### src/rtl/llc_snoop_responder.sv
`default_nettype none
// llc_snoop_responder: LLC snoop stage (tag lookup, L1 recall/invalidate, writeback, snoop response). Rev 1.0
// Define SNOOP_STATS_EN to build the saturating hit_cnt/hitm_cnt counters; otherwise they read 0.
module llc_snoop_responder #(
  parameter int ADDR_W     = 32,
  parameter int ID_W       = 4,
  parameter int MY_ID      = 0,
  parameter int LK_TIMEOUT = 15
) (
  input  logic              clk,
  input  logic              rst_n,
  input  logic              bus_valid,
  output logic              bus_ready,
  input  logic [2:0]        bus_op,
  input  logic [ADDR_W-1:0] bus_addr,
  input  logic [ID_W-1:0]   bus_id,
  output logic              lk_req,
  output logic [ADDR_W-1:0] lk_addr,
  input  logic              lk_ack,
  input  logic              lk_hit,
  input  logic [1:0]        lk_mesi,
  output logic              upd_valid,
  output logic [ADDR_W-1:0] upd_addr,
  output logic [1:0]        upd_mesi,
  output logic              l1_valid,
  input  logic              l1_ready,
  output logic [2:0]        l1_msg,
  output logic [ADDR_W-1:0] l1_addr,
  output logic              wb_valid,
  input  logic              wb_ready,
  output logic [ADDR_W-1:0] wb_addr,
  output logic              snoop_valid,
  output logic [1:0]        snoop_result,
  output logic [ADDR_W-1:0] snoop_addr,
  output logic              lk_err,
  output logic [15:0]       hit_cnt,
  output logic [15:0]       hitm_cnt
);

  localparam logic [2:0] S_IDLE = 3'd0, S_LOOKUP = 3'd1, S_GETL1 = 3'd2,
                         S_WB   = 3'd3, S_INVL1  = 3'd4, S_RESP  = 3'd5;
  localparam logic [2:0] OP_READ = 3'd1, OP_INV = 3'd3, OP_RWIM = 3'd4;
  localparam logic [1:0] MESI_I = 2'd0, MESI_S = 2'd1, MESI_E = 2'd2, MESI_M = 2'd3;
  localparam logic [1:0] RES_NOHIT = 2'd0, RES_HIT = 2'd1, RES_HITM = 2'd2;
  localparam logic [2:0] MSG_GETLINE = 3'd1, MSG_INVLINE = 3'd3;
  localparam int         TW = $clog2(LK_TIMEOUT + 1);
  localparam logic [TW-1:0] TMO_LAST = TW'(LK_TIMEOUT - 1);

  logic [2:0]        state, state_nxt;
  logic [ADDR_W-1:0] r_addr;
  logic [2:0]        r_op;
  logic [1:0]        r_result, r_new_mesi;
  logic              r_upd, r_inv, r_lk_err;
  logic [TW-1:0]     r_timer;

  logic              w_capture, w_self, w_needs_lk, w_timeout;
  logic [1:0]        w_eff, w_res, w_nm;
  logic              w_upd, w_get, w_inv;

  assign w_capture  = (state == S_IDLE) && bus_valid;
  assign w_self     = (bus_id == ID_W'(MY_ID));
  assign w_needs_lk = (bus_op == OP_READ) || (bus_op == OP_INV) || (bus_op == OP_RWIM);
  assign w_timeout  = (r_timer == TMO_LAST) && !lk_ack;
  assign lk_err     = r_lk_err;

  // Snoop action for the captured op against the state returned by the tag array.
  always_comb begin
    w_eff = lk_hit ? lk_mesi : MESI_I;
    w_res = RES_NOHIT;
    w_upd = 1'b0;
    w_nm  = MESI_I;
    w_get = 1'b0;
    w_inv = 1'b0;
    case (r_op)
      OP_READ: begin
        w_get = (w_eff == MESI_M);
        w_upd = (w_eff == MESI_E) || (w_eff == MESI_M);
        w_nm  = MESI_S;
        if (w_eff == MESI_M)      w_res = RES_HITM;
        else if (w_eff != MESI_I) w_res = RES_HIT;
      end
      OP_RWIM: begin
        w_get = (w_eff == MESI_M);
        w_inv = (w_eff != MESI_I);
        w_upd = (w_eff != MESI_I);
        if (w_eff == MESI_M)      w_res = RES_HITM;
        else if (w_eff != MESI_I) w_res = RES_HIT;
      end
      OP_INV: begin
        if (w_eff == MESI_S) begin
          w_inv = 1'b1;
          w_upd = 1'b1;
          w_res = RES_HIT;
        end
      end
      default: ;
    endcase
  end

  always_ff @(posedge clk or negedge rst_n) begin
    if (!rst_n) state <= S_IDLE;
    else        state <= state_nxt;
  end

  always_comb begin
    state_nxt = state;
    case (state)
      S_IDLE:   if (bus_valid && !w_self) state_nxt = w_needs_lk ? S_LOOKUP : S_RESP;
      S_LOOKUP: begin
        if (lk_ack)         state_nxt = w_get ? S_GETL1 : (w_inv ? S_INVL1 : S_RESP);
        else if (w_timeout) state_nxt = S_RESP;
      end
      S_GETL1:  if (l1_ready) state_nxt = S_WB;
      S_WB:     if (wb_ready) state_nxt = r_inv ? S_INVL1 : S_RESP;
      S_INVL1:  if (l1_ready) state_nxt = S_RESP;
      S_RESP:   state_nxt = S_IDLE;
      default:  state_nxt = S_IDLE;
    endcase
  end

  always_comb begin
    bus_ready    = 1'b0;
    lk_req       = 1'b0;
    lk_addr      = '0;
    upd_valid    = 1'b0;
    upd_addr     = '0;
    upd_mesi     = MESI_I;
    l1_valid     = 1'b0;
    l1_msg       = 3'd0;
    l1_addr      = '0;
    wb_valid     = 1'b0;
    wb_addr      = '0;
    snoop_valid  = 1'b0;
    snoop_result = RES_NOHIT;
    snoop_addr   = '0;
    case (state)
      S_IDLE:   bus_ready = 1'b1;
      S_LOOKUP: begin lk_req = 1'b1; lk_addr = r_addr; end
      S_GETL1:  begin l1_valid = 1'b1; l1_msg = MSG_GETLINE; l1_addr = r_addr; end
      S_WB:     begin wb_valid = 1'b1; wb_addr = r_addr; end
      S_INVL1:  begin l1_valid = 1'b1; l1_msg = MSG_INVLINE; l1_addr = r_addr; end
      S_RESP: begin
        snoop_valid  = 1'b1;
        snoop_result = r_result;
        snoop_addr   = r_addr;
        upd_valid    = r_upd;
        upd_addr     = r_upd ? r_addr : '0;
        upd_mesi     = r_upd ? r_new_mesi : MESI_I;
      end
      default: ;
    endcase
  end

  // Transaction context; result defaults to NOHIT so WRITE and timeout need no extra path.
  always_ff @(posedge clk or negedge rst_n) begin
    if (!rst_n) begin
      r_addr     <= '0;
      r_op       <= 3'd0;
      r_result   <= RES_NOHIT;
      r_new_mesi <= MESI_I;
      r_upd      <= 1'b0;
      r_inv      <= 1'b0;
      r_timer    <= '0;
      r_lk_err   <= 1'b0;
    end else if (w_capture) begin
      r_addr     <= bus_addr;
      r_op       <= bus_op;
      r_result   <= RES_NOHIT;
      r_new_mesi <= MESI_I;
      r_upd      <= 1'b0;
      r_inv      <= 1'b0;
      r_timer    <= '0;
    end else if (state == S_LOOKUP) begin
      r_timer <= r_timer + TW'(1);
      if (lk_ack) begin
        r_result   <= w_res;
        r_new_mesi <= w_nm;
        r_upd      <= w_upd;
        r_inv      <= w_inv;
      end else if (w_timeout) begin
        r_lk_err <= 1'b1;
      end
    end
  end

`ifdef SNOOP_STATS_EN
  always_ff @(posedge clk or negedge rst_n) begin
    if (!rst_n) begin
      hit_cnt  <= '0;
      hitm_cnt <= '0;
    end else if (state == S_RESP) begin
      if (r_result == RES_HIT && hit_cnt != 16'hFFFF)   hit_cnt  <= hit_cnt + 16'd1;
      if (r_result == RES_HITM && hitm_cnt != 16'hFFFF) hitm_cnt <= hitm_cnt + 16'd1;
    end
  end
`else
  assign hit_cnt  = '0;
  assign hitm_cnt = '0;
`endif

endmodule
`default_nettype wire

### config.mk
export PLATFORM = sky130hd
export DESIGN_NAME = llc_snoop_responder
export DESIGN_NICKNAME = d
export VERILOG_FILES = /design/src/rtl/llc_snoop_responder.sv
export SDC_FILE = /design/constraint.sdc
export NUM_CORES = 1
export LEC_CHECK = 0
export ABC_AREA = 1
export CAP_MARGIN = 20
export CORE_UTILIZATION = 32
export CTS_BUF_LIST = sky130_fd_sc_hd__clkbuf_4 sky130_fd_sc_hd__clkbuf_8
export DETAILED_ROUTE_END_ITERATION = 8
export PLACE_DENSITY_LB_ADDON = 0.1
export SYNTH_ARGS = -nofsm -noshare
export SYNTH_HDL_FRONTEND = slang
export SYNTH_SLANG_ARGS = --single-unit
export TNS_END_PERCENT = 50
### constraint.sdc
create_clock -name clk -period 1.2 [get_ports clk]
set_input_delay 0.12 -clock clk [delete_from_list [all_inputs] [get_ports clk]]
set_output_delay 0.12 -clock clk [all_outputs]
set_load 0.005 [all_outputs]
==> results.env <==
RUN_STATUS='finished, violations left'
VIOLATIONS='setup timing'
FIRST_GLOBAL_VIAS=3878
WORST_SETUP_PATH_STARTPOINT='state[0]$_DFFE_PN0P_'
FIN_CRIT_NS=2.03
PLACEMENTROWS=37
SKEW_NS=0.00964
DRV_CAP=0
DIE_HEIGHT_UM=105
SYNTHESIS.YOSYS.WARNINGS=0
DRT-VIAS-PER-INSTANCE=4.43
GRT.TOTAL_USAGE_PCT=24.7
YOSYS_REGISTER_BITS=48
ANTENNA_VIOLATING_NETS_POST_ROUTE=0
CORE_UM2=10300
CTS-HTREE-LEVELS=2
DRIVE_ABOVE_1_SHARE_PCT=39.6
ESTIMATED_WIRELENGTH_OF_THE_DETAIL_PLACED_DESIGN_UM=9030
WORST_SKEW_PAIR.LATE_LATENCY_NS=0.31
CRIT_FANOUT=3
FINALMAXSLEWVIOLATIONS=0
POST-ROUTE-PERIOD-UTIL_PCT=169
REGTOREGSTARTPOINT='state[1]$_DFFE_PN0P_'
TOTAL_POWER_W=0.0136
TIMING.HOLD.WORST.CLASS='input port to async pin'
YS_SEQ_AREA_SHARE_PCT=35.2
SYN-INSTANCE-COUNT=497
CTS_TREE='done'
DRT-WIRELENGTH-PER-CELL_UM=15.2
NUMBER_OF_ANTENNA_VIOLATIONS_AT_THE_FIRST_CHECK_IN_GLOBAL_ROUTING=0
RRSETUPSLACK_NS=-0.57
REQUIRED_TIME_OF_THE_CRITICAL_PATH_NS=1.08
DRTITER0DRC=215
DP_WORST_SETUP_SLACK_NS=-0.583
HOLD_VIOLATIONS=0
DRT_PASS1_ITERATIONS=4
MULTI_INPUT_AREA_UM2=1900
WORST-SETUP-PATH-TYPE='register to primary output'
DETAILROUTE.VIA_COUNT=4132
AREA_GROWTH_PCT=94.5
SYN-CELL-AREA_UM2=3410
IRDROPWORSTVDD_mV=1.16
DIE-AREA_UM2=11100
PLACED_CELLS=870
ANTENNA-DIODE-COUNT=0
DRC=0
CLOCK_SINKS=48
WORSTREG2REGEND='r_addr[13]$_DFFE_PN0P_'
SYN-MEAN-INSTANCE-AREA_UM2=6.86
NUM_CTS_BUFFERS=5
WORST_SETUP_PATH_END_KIND='primary output'
POWER.DENSITY_nW_PER_UM2=2060
INITIAL_UTILIZATION_PCT=33.0
WORST_SETUP_HOLD_PATH_CLK_SLEW_NS=0.09
FINAL_WORST_SETUP_SLACK_NS=-0.834
DIE_W_UM=105
REG2REGPATHDEPTH=12
RSZ_0062_RAISED_AFTER_GLOBAL_ROUTING='true'
TIMING.FINAL.SETUP_VIOLATIONS=220
SETUP.WORST_PATH.END='l1_msg[0]'
STDCELL_COUNT=933
STATIC-LEAKAGE-POWER_nW=3.80
CTS_MAX_PATH_BUFFERS=2
AREA.SEQUENTIAL_UM2=1200
DRT-TOTAL-WL_UM=14200
GRT_REMAINING_OVERFLOW=0
PORTBUFFERS=219
GRT_FIRST_PASS_WIRELENGTH_UM=21300
WORST_SETUP_PATH_START_KIND='register'
FMAXACHIEVABLE_MHz=492
GRT_START_MAX_NET_PINS=49
ARRIVAL_NS=1.91
FILLER_CELL_COUNT=949
GLOBALPLACE.CONGESTION=0.830
YOSYS.CELL_TYPES.COUNT=31
CTS_ROOT_BUF='clkbuf_8'
NUMBER_OF_TOP_LEVEL_PINS=254
FINAL_NET_COUNT=849
## through the flow
| step | hold WS, ns | setup TNS (ns) | utilization [%] | area, µm² |
|---|---|---|---|---|
| floorplan | -0.176 | -4.18 | - | 3670 |
| global placement | 0.126 | -85.01 | 58.2 | 6010 |
| detailed placement | 0.127 | -89.28 | 58.2 | 6010 |
| CTS | 0.340 | -122.25 | 62.4 | 6440 |
| global route | 0.348 | -140.95 | 64.2 | 6630 |
| finish | 0.322 | -122.85 | 64.2 | 6630 |
## flip-flops by register name, indices dropped and copies added, names as in the netlist
name,count
r_addr,32
r_timer,4
r_op,3
state,3
r_result,2
lk_err,1
r_inv,1
r_new_mesi,1
r_upd,1
## cell families (layout without fill, tap and decap cells)
kind of cell / after synthesis / in the layout / synth area share (%)
adders and majority gates: 5 / 5 / 1.84
DFF: 48 / 48 / 35.2
and+or+nand+nor: 273 / 273 / 36.3
other: 1 / 34 / 0.110
AOI/OAI and AO/OA: 49 / 49 / 7.42
buffers and inverters: 121 / 388 / 19.1
## area by class of cell
cell class | count | share of cell area [%]
clock buffer | 6 | 1.15
inverter | 61 | 3.98
tap | 136 | 2.57
timing repair buffer | 319 | 44.9
sequential | 48 | 18.1
clock inverter | 2 | 0.529
multi-input combinational | 361 | 28.7
## cell usage in the layout, fill, tap and decap left out, drive strengths merged, types with 2 or more instances in the layout
| cell | instances |
|---|---|
| clkinv | 2 |
| o21ai | 42 |
| nand3 | 14 |
| nand4 | 2 |
| clkdlybuf4s15 | 22 |
| dfrtp | 48 |
| dlymetal6s2s | 19 |
| conb | 34 |
| nor3 | 3 |
| clkbuf | 37 |
| nand2 | 76 |
| buf | 160 |
| nor2 | 176 |
| inv | 60 |
| dlygate4sd2 | 36 |
| clkdlybuf4s50 | 49 |
| a21oi | 3 |
| ha | 5 |
## synth_stat cells
cell	number	area, µm²
dfrtp_1	48	1200
o211ai_1	1	7.51
nand3_2	1	10.0
o21ai_0	38	190
nand3_1	13	65.1
buf_2	11	55.1
clkbuf_1	7	26.3
o21ai_1	4	20.0
buf_4	37	278
nor3_1	2	10.0
a31oi_1	1	6.26
a21oi_1	3	15.0
nor2_2	22	138
ha_1	5	62.6
nand2_2	4	25.0
nor2_8	1	20.0
nand2_1	72	270
nor2_4	12	135
nor2_1	141	529
nor3_2	1	10.0
or2_1	1	6.26
inv_1	55	206
inv_4	1	6.26
and3_1	1	6.26
nand4_1	2	12.5
inv_2	5	18.8
o31ai_1	1	7.51
o22ai_1	1	6.26
buf_6	4	45.0
conb_1	1	3.75
buf_8	1	15.0
## critical path, cell delays in order, from the launching register on
cell	delay (ns)
dfrtp_1	0.41
buf_6	0.14
nor2_2	0.16
nand2_2	0.10
nand2_4	0.10
buf_4	0.12
buf_4	0.10
clkdlybuf4s50_1	0.48
## where the power goes
group	switching [W]	internal, W	leakage, nW
sequential	0.000268	0.00233	0.596
combinational	0.00519	0.00465	3.14
clock	0.000563	0.000642	0.0586
total	0.00602	0.00762	3.80
## how the worst min path moves through the flow
| stage | depth (start not counted) | slack [ns] | from | end |
|---|---|---|---|---|
| floorplan | 0 | -0.18 | rst_n | lk_err$_DFFE_PN0P_ |
| global placement | 2 | 0.13 | rst_n | r_addr[4]$_DFFE_PN0P_ |
| detailed placement | 2 | 0.13 | rst_n | r_addr[4]$_DFFE_PN0P_ |
| CTS | 3 | 0.34 | rst_n | r_addr[4]$_DFFE_PN0P_ |
| global route | 3 | 0.35 | rst_n | r_addr[4]$_DFFE_PN0P_ |
| finish | 3 | 0.32 | rst_n | r_addr[4]$_DFFE_PN0P_ |
## routing by layer
| layer | wire length, µm | vias to the layer above | track usage (%) |
|---|---|---|---|
| met5 | 0 | - | 0 |
| met4 | 143 | 0 | 4.53 |
| met3 | 745 | 14 | 3.49 |
| met2 | 7390 | 155 | 44.8 |
| met1 | 5870 | 1933 | 31.0 |
| li1 | - | 2030 | - |
## repair_timing
action                                  in CTS  in global routing
endpoints found under the hold margin       48                  0
buffers inserted                            26                 21
endpoints found under the setup margin     220                220
hold buffers                                 1                  0
cloned                                       9                  1
pin swaps                                    4                  4
gates resized for setup                    369                152
Note: power is estimated with default switching activity, not from simulation.
==> RTL edit: new RTL, same flow settings <==
Register the output `lk_err` once more, without a reset; this adds one clock of latency there. The other outputs are not delayed to match.
--- a/src/rtl/llc_snoop_responder.sv
+++ b/src/rtl/llc_snoop_responder.sv
@@ -63,3 +63,5 @@
   assign w_timeout  = (r_timer == TMO_LAST) && !lk_ack;
-  assign lk_err     = r_lk_err;
+  always_ff @(posedge clk) begin
+    lk_err <= r_lk_err;
+  end
 
Function: same outputs for any inputs over 4 cycles, from zero or initial values and one cycle with rst_n low; that may be too few to reach the edited logic, so the function may still have changed.
==> RTL edit against the unedited design <==
The run still ends with negative setup slack left; global-route usage shrank 1.8 points; synthesized area shrank 2.7%; final cell count shrank 2.1%; count of clock-buffer cells in the layout shrank 1; first-iteration DRC count shrank 20%; final area shrank 0.55%; sequential share of layout area grew 0.46 points; largest cell class unchanged; via count grew 1.6%; routed wire length grew 1.2%; sequential cell count grew 1; total power grew 6.0%; setup slack gained 0.20 ns; clock skew grew 0.0015 ns; combinational power grew 6%.
==> RTL edit: results (changes against the unedited design) <==
status: complete, but fails checks
RePlAce Congestion: 0.8445 (+1.7%)
final HPWL from detailed placement: 9218 um (+2.1%)
worst setup path end: l1_addr[27]
GR Util met1: 28.45% (-2.6 points)
failing checks: negative setup slack
Post-CTS Setup Bufs: 13 (-50%)
metal2 WL: 7422 um (+0.42%)
CP max-delay cell: dfrtp_2
wire per inst: 15.68 um (+3.4%)
Layout clock buffers: 5 (-1)
commonest cells in the synthesized netlist: nor2_1 (141), nand2_1 (71), inv_1 (54)
Reg2Reg Capture Point: state[1]$_DFFE_PN0P_
final setup violating endpoints: 220 (unchanged)
Non-clock buffers: 309 (-3.1%)
Non-clock buffering overhead: 39.09% (-5.8 points)
met3 WL: 740 um (-0.67%)
Max FO, Critical Path: 5 (+2)
comb_multi_in: 355 (-1.7%)
Min Hold Slack: 0.3054 ns (-0.01710 ns)
GRT Util Overall: 22.88% (-1.8 points)
Area after DPL: 0.005962 mm^2 (-0.73%)
first-pass GRT wire length: 19770 um (-7.2%)
layout cells sized above 1: 52.95% (+13 points)
fraction of area in registers: 18.58% (+0.46 points)
multi-input combinational cell area: 0.002246 mm^2 (+18%)
cts repair resizes: 329 (-11%)
final worst-path setup slack: -0.6331 ns (+0.2009 ns)
r2r worst-path depth: 11 (-1)
max incr delay on CP: 0.46 ns (-0.02 ns)
# fillers: 870 (-8.3%)
routed length on met1: 5966 um (+1.6%)
register area share after synthesis: 36.82% (+1.6 points)
RTL edit: cell count changes after synthesis, moves of 2 or more:
| cell | unedited run | this run |
|---|---|---|
| nor2_4 | 12 | 0 |
| nor3_4 | 0 | 3 |
| o22ai_1 | 1 | 3 |
| nor3_1 | 2 | 34 |
| nand2_2 | 4 | 0 |
| buf_4 | 37 | 41 |
| o21ai_1 | 4 | 0 |
| nor2_2 | 22 | 0 |
| buf_1 | 0 | 3 |
RTL edit: power breakdown:
| part | internal [uW] | switching [uW] |
|---|---|---|
| Sequential | 2360 | 307 |
| Combinational | 4490 | 5900 |
| Clock | 828 | 566 |
RTL edit: cell families after synthesis:
kind of cell               synth area share (%)
and+or+nand+nor                           33.87
buffers and inverters                     19.73
DFF                                       36.82
AOI/OAI and AO/OA                         7.582
adders and majority gates                 1.886
other                                    0.1131
